File: config.mk
export PLATFORM = sky130hd
export DESIGN_NAME = signal_generator_v1_0
export DESIGN_NICKNAME = d
export VERILOG_FILES = /design/src/rtl/signal_generator_v1_0.sv
export SDC_FILE = /design/constraint.sdc
export NUM_CORES = 1
export LEC_CHECK = 0
export BUFFER_PORTS_ARGS = -buffer_cell sky130_fd_sc_hd__buf_2
export CAP_MARGIN = 20
export CORE_AREA = 8 8 108 110
export CTS_CLUSTER_SIZE = 12
export DETAILED_ROUTE_END_ITERATION = 10
export DIE_AREA = 0 0 116 118
export GPL_TIMING_DRIVEN = 0
export HOLD_SLACK_MARGIN = 0.08
export SYNTH_ARGS = -nofsm -noshare
export SYNTH_HDL_FRONTEND = slang
export SYNTH_SLANG_ARGS = --single-unit
File: constraint.sdc
create_clock -name s00_axis_aclk -period 4.2 [get_ports s00_axis_aclk]
set_input_delay 0.63 -clock s00_axis_aclk [delete_from_list [all_inputs] [get_ports s00_axis_aclk]]
set_output_delay 0.63 -clock s00_axis_aclk [all_outputs]
set_load 0.03 [all_outputs]
File: src/rtl/signal_generator_v1_0.sv
// AXI-Stream slave that replays {level, duration} words as a pulse train on a single output pin.
// Control mirrors the signal detector: enabled arms, trigger starts, stopped flags completion.
`timescale 1ns/1ps
module signal_generator_v1_0 #(
   parameter int   C_S00_AXIS_TDATA_WIDTH = 32,
   parameter logic IDLE_LEVEL             = 1'b0
) (
   input  logic                                  s00_axis_aclk,
   input  logic                                  s00_axis_areset,
   input  logic                                  enabled,
   input  logic                                  trigger_input,
   input  logic [15:0]                           number_words,
   input  logic [C_S00_AXIS_TDATA_WIDTH-1:0]     s00_axis_tdata,
   input  logic [C_S00_AXIS_TDATA_WIDTH/8-1:0]   s00_axis_tkeep,
   input  logic                                  s00_axis_tlast,
   input  logic                                  s00_axis_tvalid,
   output logic                                  s00_axis_tready,
   output logic                                  signal_output,
   output logic                                  signal_state,
   output logic                                  stopped,
   output logic                                  underrun,
   output logic                                  fifo_reset,
   output logic [15:0]                           words_played
);

   localparam int DW = C_S00_AXIS_TDATA_WIDTH - 1;
   localparam logic [DW-1:0] CNT_ONE = {{(DW-1){1'b0}}, 1'b1};

   typedef enum logic [2:0] {S_IDLE, S_ARMED, S_LOAD, S_PLAY, S_DONE} state_t;

   state_t        state, state_nxt;
   logic [DW-1:0] cnt;
   logic          final_word;

   logic          hs, null_word, load_hs, last_hs, seg_end, final_in;
   logic [DW-1:0] dur_eff;
   logic [15:0]   wp_inc;

   assign hs        = s00_axis_tvalid & s00_axis_tready;
   assign null_word = (s00_axis_tkeep == '0);
   assign load_hs   = hs & ~null_word;
   // a null word carrying tlast still closes the run
   assign last_hs   = hs & null_word & s00_axis_tlast;
   assign seg_end   = (state == S_PLAY) && (cnt == CNT_ONE);
   assign dur_eff   = (s00_axis_tdata[DW-1:0] == '0) ? CNT_ONE : s00_axis_tdata[DW-1:0];
   assign wp_inc    = (words_played == 16'hFFFF) ? 16'hFFFF : words_played + 16'd1;
   assign final_in  = s00_axis_tlast | ((number_words != 16'd0) && (wp_inc == number_words));

   // state register
   always_ff @(posedge s00_axis_aclk) begin
      if (s00_axis_areset) state <= S_IDLE;
      else                 state <= state_nxt;
   end

   // next-state logic
   always_comb begin
      state_nxt = state;
      if (!enabled) begin
         state_nxt = S_IDLE;
      end else begin
         case (state)
            S_IDLE:  state_nxt = S_ARMED;
            S_ARMED: if (trigger_input) state_nxt = S_LOAD;
            S_LOAD: begin
               if (load_hs)      state_nxt = S_PLAY;
               else if (last_hs) state_nxt = S_DONE;
            end
            S_PLAY: begin
               if (seg_end) begin
                  if (final_word)   state_nxt = S_DONE;
                  else if (load_hs) state_nxt = S_PLAY;
                  else if (last_hs) state_nxt = S_DONE;
                  else              state_nxt = S_LOAD;
               end
            end
            S_DONE:  state_nxt = S_DONE;
            default: state_nxt = S_IDLE;
         endcase
      end
   end

   // state-decoded outputs; tready is gated by enabled so an abort cycle never consumes
   always_comb begin
      s00_axis_tready = 1'b0;
      signal_state    = 1'b0;
      stopped         = 1'b0;
      case (state)
         S_LOAD:  s00_axis_tready = enabled;
         S_PLAY: begin
            signal_state    = 1'b1;
            s00_axis_tready = enabled & seg_end & ~final_word;
         end
         S_DONE:  stopped = 1'b1;
         default: ;
      endcase
   end

   always_ff @(posedge s00_axis_aclk) begin
      if (s00_axis_areset) begin
         signal_output <= IDLE_LEVEL;
         cnt           <= '0;
         final_word    <= 1'b0;
         underrun      <= 1'b0;
         fifo_reset    <= 1'b0;
         words_played  <= 16'd0;
      end else begin
         fifo_reset <= ~enabled & (state != S_IDLE);
         if (!enabled) begin
            signal_output <= IDLE_LEVEL;
            cnt           <= '0;
         end else begin
            case (state)
               S_ARMED: begin
                  signal_output <= IDLE_LEVEL;
                  underrun      <= 1'b0;
                  words_played  <= 16'd0;
               end
               S_LOAD, S_PLAY: begin
                  if (load_hs) begin
                     signal_output <= s00_axis_tdata[DW];
                     cnt           <= dur_eff;
                     final_word    <= final_in;
                     words_played  <= wp_inc;
                  end else if (state == S_LOAD) begin
                     signal_output <= IDLE_LEVEL;
                  end else if (seg_end) begin
                     signal_output <= IDLE_LEVEL;
                     cnt           <= '0;
                     if (!final_word && !last_hs) underrun <= 1'b1;
                  end else begin
                     cnt <= cnt - CNT_ONE;
                  end
               end
               default: signal_output <= IDLE_LEVEL;
            endcase
         end
      end
   end

endmodule
# Word-level counts from Yosys, hierarchy flattened
# Index checks and enable logic that the tools add are counted.
# classes
n_addsub,2
n_shift,0
eq_ne,16
n_reduce_logical,20
mul,0
n_lt_le_gt_ge,0
muxes,26
div,0
bitwise_logic,12
# ops
operator,n
31-bit two-way mux,4
16-bit two-way mux,2
16-bit case mux with 2 select lines,1
31-bit by 1-bit == test with 1-bit output (second input constant),1
31-bit logical NOT,1
31-bit by 1-bit subtractor with 31-bit output (second input constant),1
3-bit two-way mux,7
16-bit by 1-bit adder with 16-bit output (second input constant),1
16-bit == test,1
16-bit == test (second input constant),1
2-bit inequality test (second input constant),8
16-bit nonzero test,1
3-bit case mux with 5 select lines,1
1-bit two-way mux,9
3-bit AND reduction,3
1-bit bitwise AND,7
3-bit by 2-bit == test with 1-bit output (second input constant),2
6-bit AND reduction,1
3-bit nonzero test,2
4-bit logical NOT,1
1-bit inverter,4
1-bit case mux with 2 select lines,2
2-bit OR reduction,2
3-bit by 1-bit == test with 1-bit output (second input constant),1
other kinds (9),12
# word_totals
latch_bits,0
ram_bits,0
input_bits,58
romBits,0
output_inout_bits,22
register_bits,54
mem_count,0

# Longest topological paths before layout
# Gate-level depths: netlist of the first run.
# depth
word_depth,15
mapped_depth,12
mapped_depth_nobuf,10

# Least setup slack after synthesis of the first run
# Ideal clock, no wire load.
# synth_timing
path_type,reg-to-reg
start,register words_played[0]
end,register final_word
arrival_time_ns,2.717
path_slack_ns,1.414
n_path_buf,3
synth_period_minus_slack_ns,2.786
path_stages_with_launch,12
cell_sequence,dfxtp_1 > ha_1 > clkbuf_1 > nand3_1 > or4_1 > buf_2 > or2_1 > buf_2 > and3_1 > nor4_1 > nand4_1 > o21ai_1
# synth_via
elab_chain_len,5
elab_cells_between_ends,6
classes_between,add/sub (1); eq/ne (2); mux (1); bitwise (1); reduce/logical (1)
# synth_rtl
element,line_no,text
start: declaration,23,output logic [15:0] words_played
start signal: assignment,123,words_played <= wp_inc;
16-bit by 1-bit adder with 16-bit output or 16-bit == test (tied branches),46,assign wp_inc = (words_played == 16'hFFFF) ? 16'hFFFF : words_played + 16'd1;
16-bit two-way mux (*),46,
16-bit == test (*),47,assign final_in = s00_axis_tlast | ((number_words != 16'd0) && (wp_inc == number_words));
1-bit logical AND (*),47,
1-bit bitwise OR (*),47,
end signal: assignment,122,final_word <= final_in;
end: declaration,33,logic final_word;
# Every way passes the cells marked *; elsewhere a longest branch is shown, timed or not.
# A chain may end at the register's enable or synchronous reset.

# Worst setup path after layout of the first run
# Same ends and word-level chain as after synthesis.

==> out/metrics.cfg, run 1 <==
[status]
status = finished, final reports clean

[power]
leakagePower_nw = 1.71
ir_worst_vdd_uv = 116
power.total_mw = 1.08
p_per_area_nw_per_um2 = 236

[cts]
worstSkewPairLatency_ps = 330
cts_resized = 0
cts-buffers-inserted = 5
cts_setup_buffers = 0
clock-sinks = 54
cts_htree_levels = 2
ctsRootBufferMaster = clkbuf_8
cts_tree = built
clock_path_buffers = 2
hold_buffers = 0
path_clk_slew_ps = 110

[drt]
drc = 0
ant_nets = 0
wire_per_inst_um = 18.9
vias = 4638
initialDrtViolationCount = 370
first_pass_iters = 5
via_per_inst = 6.09
drt_wl_total_um = 14300

[timing]
rsz0062_at_grt = false
post-route-min-period_ps = 3160
post-route-period-util_pct = 75.3
slew_viol_final = 0
clock-skew-final_ps = 22.3
finalSetupViolations = 0
finalWorstSetupSlack_ps = 1040
worst_slew_pin_slew_ps = 819
hold_violations = 0
whs_ps = 485
slew_headroom_pct = 45.4
fin_setup_tns_ps = 0
max_freq_mhz = 316

[floorplan]
io_pins = 80
die_h_um = 118
core_sq_um = 10000
dieArea_sq_um = 13700
die_w_um = 116
initial_utilization_pct = 39.0
rows = 37

[setup_path]
r2r-start = words_played[0]
start_kind = flip-flop
arrival_ps = 3380
r2r_end = final_word
endpoint_kind = flip-flop
crit_fanout = 10
reg2reg_depth = 11
path_class = reg -> reg
required_ps = 4420
regToRegSetupSlack_ps = 1040

[grt]
grt_pass1_vias = 4547
antenna_found_initial = 0
grt.total_usage_pct = 20.6
grt_overflow_total = 0
grt_max_degree = 19
grt_pass1_wl_um = 22800

[cells_and_area]
drive_above_1_share_pct = 19.0
final_cell_mix = 86 x buf_2, 54 x dfxtp_1, 52 x nand2_1
num-nets-final = 685
areaGrowthSynthToFinish_pct = 17.4
layout_commonest_cell = buf_2
n_antenna_cell = 0
nFillCells = 1060

[place]
port_buffers = 78
post-dp-hpwl_um = 10800
place_ws_ps = 904
gp_congestion = 0.957

[synthesis]
synthesis.nets = 600
ys_types = 65
netlist_area_sq_um = 3900
yosysSeqAreaShare_pct = 27.7
ys_warn_count = 0
async_reset_ff_share_pct = 0
synth_edf_count = 0
synth_ff_type = dfxtp_1
avgSynthCellArea_sq_um = 7.24
synth_seq_cells = 54
syn_inst = 539

[hold_path]
min-delay-start = cnt[24]
hold_depth = 2
min_path_type = reg -> reg
whs_endpoint = cnt[24]

[run]
cap_violations = 0

## flip-flops by register name, indices dropped and copies added, names as in the netlist
name,flops
underrun,1
signal_output,1
state,3
final_word,1
fifo_reset,1
cnt,31
words_played,16
## per-layer routing
metal | vias up | GRT usage (%) | part of all wire, %
met5 | - | 0 | 0
met4 | 0 | 9.65 | 3.3
met3 | 34 | 4.26 | 8.9
met2 | 239 | 34.1 | 47
met1 | 2139 | 24.7 | 41
li1 | 2226 | - | -
## cell families (layout without fill, tap and decap cells)
| logic type | count (synthesis) | count (layout) | share of synthesized area (%) |
|---|---|---|---|
| multiplexers | 2 | 2 | 0.545 |
| XOR/XNOR | 17 | 17 | 3.81 |
| AND/OR/NAND/NOR | 252 | 252 | 34.2 |
| AO/OA/AOI/OAI | 167 | 167 | 27.2 |
| buffers and inverters | 44 | 130 | 5.54 |
| flip-flops | 54 | 54 | 27.7 |
| adder cells (fa/ha/maj) | 3 | 3 | 0.962 |
## synth_stat cells (7+ instances only)
library cell,count,share of area (%)
inv_1,11,1.1
o21ai_0,39,5.0
clkbuf_1,18,1.7
nand3_1,31,4.0
a21oi_1,43,5.5
xor2_1,9,2.0
or4_1,8,1.5
nor2_1,45,4.3
a31oi_1,21,3.4
buf_2,8,1.0
nor3_1,33,4.2
nand4_1,14,2.2
nand2_1,52,5.0
xnor2_1,8,1.8
dfxtp_1,54,28
a22oi_1,7,1.3
and3_1,7,1.1
nor4_1,26,4.2
a211oi_1,11,2.1
## worst max-delay path by stage
stage / depth (start not counted) / end / startpoint
2_1_floorplan: 11 / final_word / words_played[0]
3_3_place_gp: 9 / cnt[19] / enabled
3_5_place_dp: 9 / cnt[19] / enabled
4_1_cts: 11 / final_word / words_played[0]
5_1_grt: 11 / final_word / words_played[0]
6_report: 11 / final_word / words_played[0]
## power breakdown
| part | switching (mW) | internal (mW) |
|---|---|---|
| clock | 0.199 | 0.182 |
| combinational | 0.114 | 0.0662 |
| sequential | 0.00567 | 0.517 |
## critical path, cell delays in order, from the launching register on
cell and delay (ps):
dfxtp_1 520, ha_1 200, clkbuf_1 300, nand3_1 220
or4_1 440, buf_2 180, nor2_2 400, nor2_1 70
mux2_2 270, a22o_1 190, a21oi_1 170, o21ai_1 90
## final cells by class
type	instances	area [sq um]	area share, %
clock inverter	3	48.8	1.06
multi-input combinational	441	2610	56.9
clock buffer	5	68.8	1.50
inverter	11	41.3	0.901
timing repair buffer	78	390	8.52
tap	136	170	3.71
buffer	33	175	3.82
sequential	54	1080	23.6
## stage by stage
step / area [sq um] / utilization (%) / std cells
final: 4580 / 45.8 / 761
after global routing: 4580 / 45.8 / 761
after global placement: 4460 / 44.6 / 753
after CTS: 4580 / 45.8 / 761
after floorplan: 3900 / - / 539
after detailed placement: 4460 / 44.6 / 753
(Power assumes the default switching activity.)
==> inputs of run 2 (changes only) <==
clock period = 2.8 ns   (was 4.2 ns; I/O delays follow)
==> run 2 against run 1 <==
Against the previous run:
- cell count up 2.2%
- worst setup slack worse by 950 ps
- power rose by 52%
- critical path depth fell by 5
- worst hold slack got worse by 160 ps
- first-iteration DRC count fell by 3.5%
- count of clock-buffer cells in the layout unchanged
- sequential share of layout area fell by 0.96 points
- clock power grew 51%
- largest cell class unchanged
==> out/metrics.cfg, run 2 (synthesized netlist as in run 1, its figures left out) <==
[drt]
vias = 4737  ; was 4638
drc = 0  ; unchanged
first_pass_iters = 5  ; unchanged
ant_nets = 0  ; unchanged
drt_wl_total_um = 14900  ; was 14300 um
wire_per_inst_um = 19.1  ; was 18.9 um
via_per_inst = 6.09  ; about the same
initialDrtViolationCount = 357  ; was 370

[timing]
hold_violations = 0  ; unchanged
post-route-period-util_pct = 97.0
slew_headroom_pct = 43.8  ; was 45.4%
finalSetupViolations = 0  ; unchanged
max_freq_mhz = 368
slew_viol_final = 0  ; unchanged
whs_ps = 321  ; was 485 ps
worst_slew_pin_slew_ps = 835  ; was 819 ps
post-route-min-period_ps = 2720
finalWorstSetupSlack_ps = 84.0  ; was 1040 ps
clock-skew-final_ps = 23.0  ; was 22.3 ps

[cells_and_area]
reg_top3 = cnt (31), words_played (16), state (3)  ; unchanged
top_register = cnt  ; unchanged
num-nets-final = 702  ; was 685
drive_above_1_share_pct = 24.0  ; was 19.0%
n_antenna_cell = 0  ; unchanged
nFillCells = 1059  ; was 1060
largest_register_ffs = 31  ; unchanged
fin_cells = 778  ; was 761
fin_util_pct = 48.4  ; was 45.8%
areaGrowthSynthToFinish_pct = 24.0  ; was 17.4%
layout_commonest_cell = buf_2  ; unchanged
final_cell_mix = 81 x buf_2, 52 x nand2_1, 48 x dfxtp_1  ; was 86 x buf_2, 54 x dfxtp_1, 52 x nand2_1
multi_input_area_sq_um = 2690  ; was 2610 sq um
seqCellArea_sq_um = 1100  ; was 1080 sq um

[cts]
hold_buffers = 0  ; unchanged
cts_tree = built  ; unchanged
clock_path_buffers = 2  ; unchanged
clock-sinks = 54  ; unchanged
cts-buffers-inserted = 5  ; unchanged
ctsRootBufferMaster = clkbuf_8  ; unchanged
path_clk_slew_ps = 120  ; was 110 ps
worstSkewPairLatency_ps = 330  ; about the same
cts_htree_levels = 2  ; unchanged

[floorplan]
die_h_um = 118  ; unchanged
die_w_um = 116  ; unchanged
io_pins = 80  ; unchanged
initial_utilization_pct = 39.0  ; unchanged
dieArea_sq_um = 13700  ; unchanged
core_sq_um = 10000  ; unchanged
rows = 37  ; unchanged

[place]
gp_congestion = 0.957  ; unchanged
dp.cells = 753  ; unchanged
post-dp-hpwl_um = 10800  ; unchanged
port_buffers = 78  ; unchanged
place_ws_ps = -305  ; was 904 ps

[setup_path]
path_class = reg -> out  ; was reg -> reg
crit_family = simple AND/OR/NAND/NOR gates  ; unchanged
crit_slowest_cell = or4_4  ; was dfxtp_1
endpoint_kind = primary output  ; was flip-flop
start_kind = flip-flop  ; unchanged
path_buf_inv = 2  ; unchanged
slowest_delay_ps = 530  ; was 520 ps
required_ps = 2380  ; was 4420 ps
crit_path_cell_trace = or4_4 -> buf_6 -> nor4_4 -> a41o_1 -> and3_4 -> buf_6  ; was ha_1 -> clkbuf_1 -> nand3_1 -> or4_1 -> buf_2 -> nor2_2 -> nor2_1 -> mux2_2 -> a22o_1 -> a21oi_1 -> o21ai_1
crit_fanout = 6  ; was 10
arrival_ps = 2300  ; was 3380 ps
cp_common_cell = buf_6

[grt]
grt_pass1_vias = 4578  ; was 4547
grt_max_degree = 19  ; unchanged
antenna_found_initial = 0  ; unchanged
grt.total_usage_pct = 20.8  ; was 20.6%
grt_overflow_total = 0  ; unchanged
grt_pass1_wl_um = 23000  ; was 22800 um

[status]
status = finished, final reports clean  ; unchanged

[power]
ir_worst_vdd_uv = 183  ; was 116 uV
leakagePower_nw = 1.82  ; was 1.71 nW
p_per_area_nw_per_um2 = 339  ; was 236 nW/um^2

[hold_path]
min_path_type = in -> reg  ; was reg -> reg

[run]
cap_violations = 0  ; unchanged

run 2: power by group:
group          internal (mW)  switching, mW  total (mW)
clock network          0.273          0.300       0.574
registers              0.772        0.00876       0.781
logic                  0.108          0.178       0.286
total                   1.15          0.487        1.64
run 2: path summary, 6_finish.rpt:
check | cells after the start | to | from | slack [ps]
max | 6 | s00_axis_tready | cnt[23] | 80
min | 3 | cnt[9] | s00_axis_tdata[9] | 320
max reg2reg | 9 | cnt[19] | cnt[23] | 130
min reg2reg | 2 | cnt[24] | cnt[24] | 490
run 2: worst min-delay path: cells and delay by family:
family | cells | cell delay, ps
AOI/OAI and AO/OA | 1 | 50
and+or+nand+nor | 1 | 50
buffers and inverters | 1 | 100
run 2: routing by layer:
layer / track usage, % / up-vias / share of wire [%]
met3: 4.26 / 38 / 8.6
met5: 0 / - / 0
met2: 34.5 / 222 / 48
li1: - / 2254 / -
met1: 24.9 / 2223 / 40
met4: 9.89 / 0 / 3.0
run 2: layout make-up:
class                   instances  area share, %
multi-input cells             441           55.6
flip-flops and latches         54           22.6
repair buffers                 96           10.9
plain buffers                  32           4.08
well taps                     136           3.51
clock buffers                   5           1.42
clock inverters                 3           1.01
inverters                      11          0.853
run 2: what timing repair did:
action,in CTS,in global routing
cloned,0,1
pin swaps,1,10
hold endpoints to repair,0,0
gates resized for setup,5,39
setup buffers,3,14
setup endpoints to repair,10,23
run 2: stage by stage:
| step | power (mW) | area [sq um] | TNS [ps] |
|---|---|---|---|
| floorplan | 0.953 | 3900 | 0 |
| global placement | 1.06 | 4460 | -2640 |
| detailed placement | 1.07 | 4460 | -2470 |
| CTS | 1.64 | 4630 | 0 |
| global route | 1.71 | 4840 | -1.38 |
| finish | 1.64 | 4840 | 0 |
==> inputs of run 3 (changes only) <==
MAX_ROUTING_LAYER = met4   (was not set)
clock period = 3.25 ns   (was 2.8 ns; I/O delays follow)
==> run 3 against run 2 <==
Against the previous run:
- flip-flop and latch count unchanged
- sequential power down 14%
- routed wire length down 4.6%
- global-route usage up 0.20 points
- clock skew down 1.4 ps
- worst setup slack better by 160 ps
- worst hold slack better by 92 ps
==> out/metrics.cfg, run 3 (synthesized netlist as in run 1, its figures left out) <==
[cells_and_area]
layout_commonest_cell = buf_2  ; unchanged
final_cell_mix = 86 x buf_2, 53 x dfxtp_1, 52 x nand2_1  ; was 81 x buf_2, 52 x nand2_1, 48 x dfxtp_1
areaGrowthSynthToFinish_pct = 17.2  ; was 24.0%
reg_top3 = cnt (31), words_played (16), state (3)  ; unchanged
largest_register_ffs = 31  ; unchanged
top_register = cnt  ; unchanged
num-nets-final = 684  ; was 702
drive_above_1_share_pct = 19.2  ; was 24.0%
n_antenna_cell = 0  ; unchanged

[setup_path]
crit_fanout = 7  ; was 6
regToRegSetupSlack_ps = 310  ; was 130 ps
arrival_ps = 2510  ; was 2300 ps
crit_family = simple AND/OR/NAND/NOR gates  ; unchanged
endpoint_kind = primary output  ; unchanged
crit_path_cell_trace = or4_1 -> buf_2 -> nor4_4 -> a41o_1 -> and3_1 -> buf_2  ; was or4_4 -> buf_6 -> nor4_4 -> a41o_1 -> and3_4 -> buf_6
cp_common_cell = buf_2  ; was buf_6
required_ps = 2760  ; was 2380 ps
path_buf_inv = 2  ; unchanged
start_kind = flip-flop  ; unchanged
path_class = reg -> out  ; unchanged
crit_slowest_cell = or4_1  ; was or4_4
slowest_delay_ps = 530  ; about the same

[drt]
wire_per_inst_um = 18.7  ; was 19.1 um
drc = 0  ; unchanged
initialDrtViolationCount = 334  ; was 357
vias = 4581  ; was 4737
ant_nets = 0  ; unchanged
first_pass_iters = 5  ; unchanged
drt_wl_total_um = 14200  ; was 14900 um
via_per_inst = 6.03  ; was 6.09

[cts]
ctsRootBufferMaster = clkbuf_8  ; unchanged
cts_setup_buffers = 0  ; was 3
cts_htree_levels = 2  ; unchanged
cts_tree = built  ; unchanged
path_clk_slew_ps = 110  ; was 120 ps
cts-buffers-inserted = 5  ; unchanged
cts_resized = 0  ; was 5
clock_path_buffers = 2  ; unchanged
hold_buffers = 0  ; unchanged
clock-sinks = 54  ; unchanged
worstSkewPairLatency_ps = 310  ; was 330 ps

[grt]
grt.total_usage_pct = 21.0  ; was 20.8%
grt_pass1_vias = 4448  ; was 4578
grt_overflow_total = 0  ; unchanged
grt_pass1_wl_um = 22700  ; was 23000 um
antenna_found_initial = 0  ; unchanged
grt_max_degree = 17  ; was 19

[timing]
fin_setup_tns_ps = 0  ; unchanged
finalWorstSetupSlack_ps = 249  ; was 84.0 ps
finalSetupViolations = 0  ; unchanged
post-route-period-util_pct = 92.3
clock-skew-final_ps = 21.6  ; was 23.0 ps
max_freq_mhz = 333
rsz0062_at_grt = false
slew_viol_final = 0  ; unchanged
post-route-min-period_ps = 3000
hold_violations = 0  ; unchanged
worst_slew_pin_slew_ps = 845  ; was 835 ps
slew_headroom_pct = 43.6  ; was 43.8%

[status]
status = finished, final reports clean  ; unchanged

[floorplan]
rows = 37  ; unchanged
initial_utilization_pct = 39.0  ; unchanged
die_h_um = 118  ; unchanged
dieArea_sq_um = 13700  ; unchanged
die_w_um = 116  ; unchanged
io_pins = 80  ; unchanged
core_sq_um = 10000  ; unchanged

[power]
p_per_area_nw_per_um2 = 300  ; was 339 nW/um^2
leakagePower_nw = 1.70  ; was 1.82 nW
ir_worst_vdd_uv = 167  ; was 183 uV

[place]
post-dp-hpwl_um = 10900  ; was 10800 um
gp_congestion = 0.979  ; was 0.957
place_ws_ps = 114  ; was -305 ps
port_buffers = 78  ; unchanged

[run]
cap_violations = 0  ; unchanged

[hold_path]
min_path_type = in -> reg  ; unchanged

## run 3: cell types whose count changed in the layout (fill, tap and decap cells not counted), sizes merged
| cell | previous run | this run |
|---|---|---|
| buf | 110 | 93 |
| inv | 12 | 11 |
## run 3: layout make-up
class,instances,area [sq um]
Inverter,11,41.3
Timing Repair Buffer,78,390
Fill cell,1068,5420
Buffer,32,171
Clock buffer,6,72.6
Sequential cell,54,1080
Tap cell,136,170
Multi-Input combinational cell,441,2610
Clock inverter,2,37.5
## run 3: worst min-delay path, stage by stage
cell and delay, ps:
buf_2 100, nand2_1 50, a21oi_1 50
## run 3: power breakdown
part | switching (mW) | internal, mW | leakage [nW] | total (mW)
Clock | 0.235 | 0.231 | 0.0514 | 0.466
Sequential | 0.00758 | 0.668 | 0.436 | 0.675
Combinational | 0.146 | 0.0856 | 1.21 | 0.231
Total | 0.388 | 0.984 | 1.70 | 1.37
## run 3: worst paths after layout
| check | endpoint | depth (start not counted) | from |
|---|---|---|---|
| max | s00_axis_tready | 6 | cnt[22] |
| min reg2reg | cnt[24] | 2 | cnt[24] |
| max reg2reg | final_word | 11 | words_played[1] |
| min | cnt[9] | 3 | s00_axis_tdata[9] |
## run 3: metrics by stage
| stage | power [mW] | utilization (%) | instance area (sq um) | cells | hold slack (ps) |
|---|---|---|---|---|---|
| finish | 1.37 | 45.8 | 4580 | 760 | 413 |
| detailed placement | 0.917 | 44.6 | 4460 | 753 | 474 |
| CTS | 1.38 | 45.7 | 4570 | 761 | 404 |
| global route | 1.44 | 45.8 | 4580 | 760 | 411 |
| floorplan | 0.821 | - | 3900 | 539 | 449 |
| global placement | 0.915 | 44.6 | 4460 | 753 | 471 |
## run 3: layer usage
layer  wire length (um)  GRT usage (%)
met1               6110           25.5
met2               6850           34.9
met3                998           2.98
met4                254           6.41
met5                  0              -
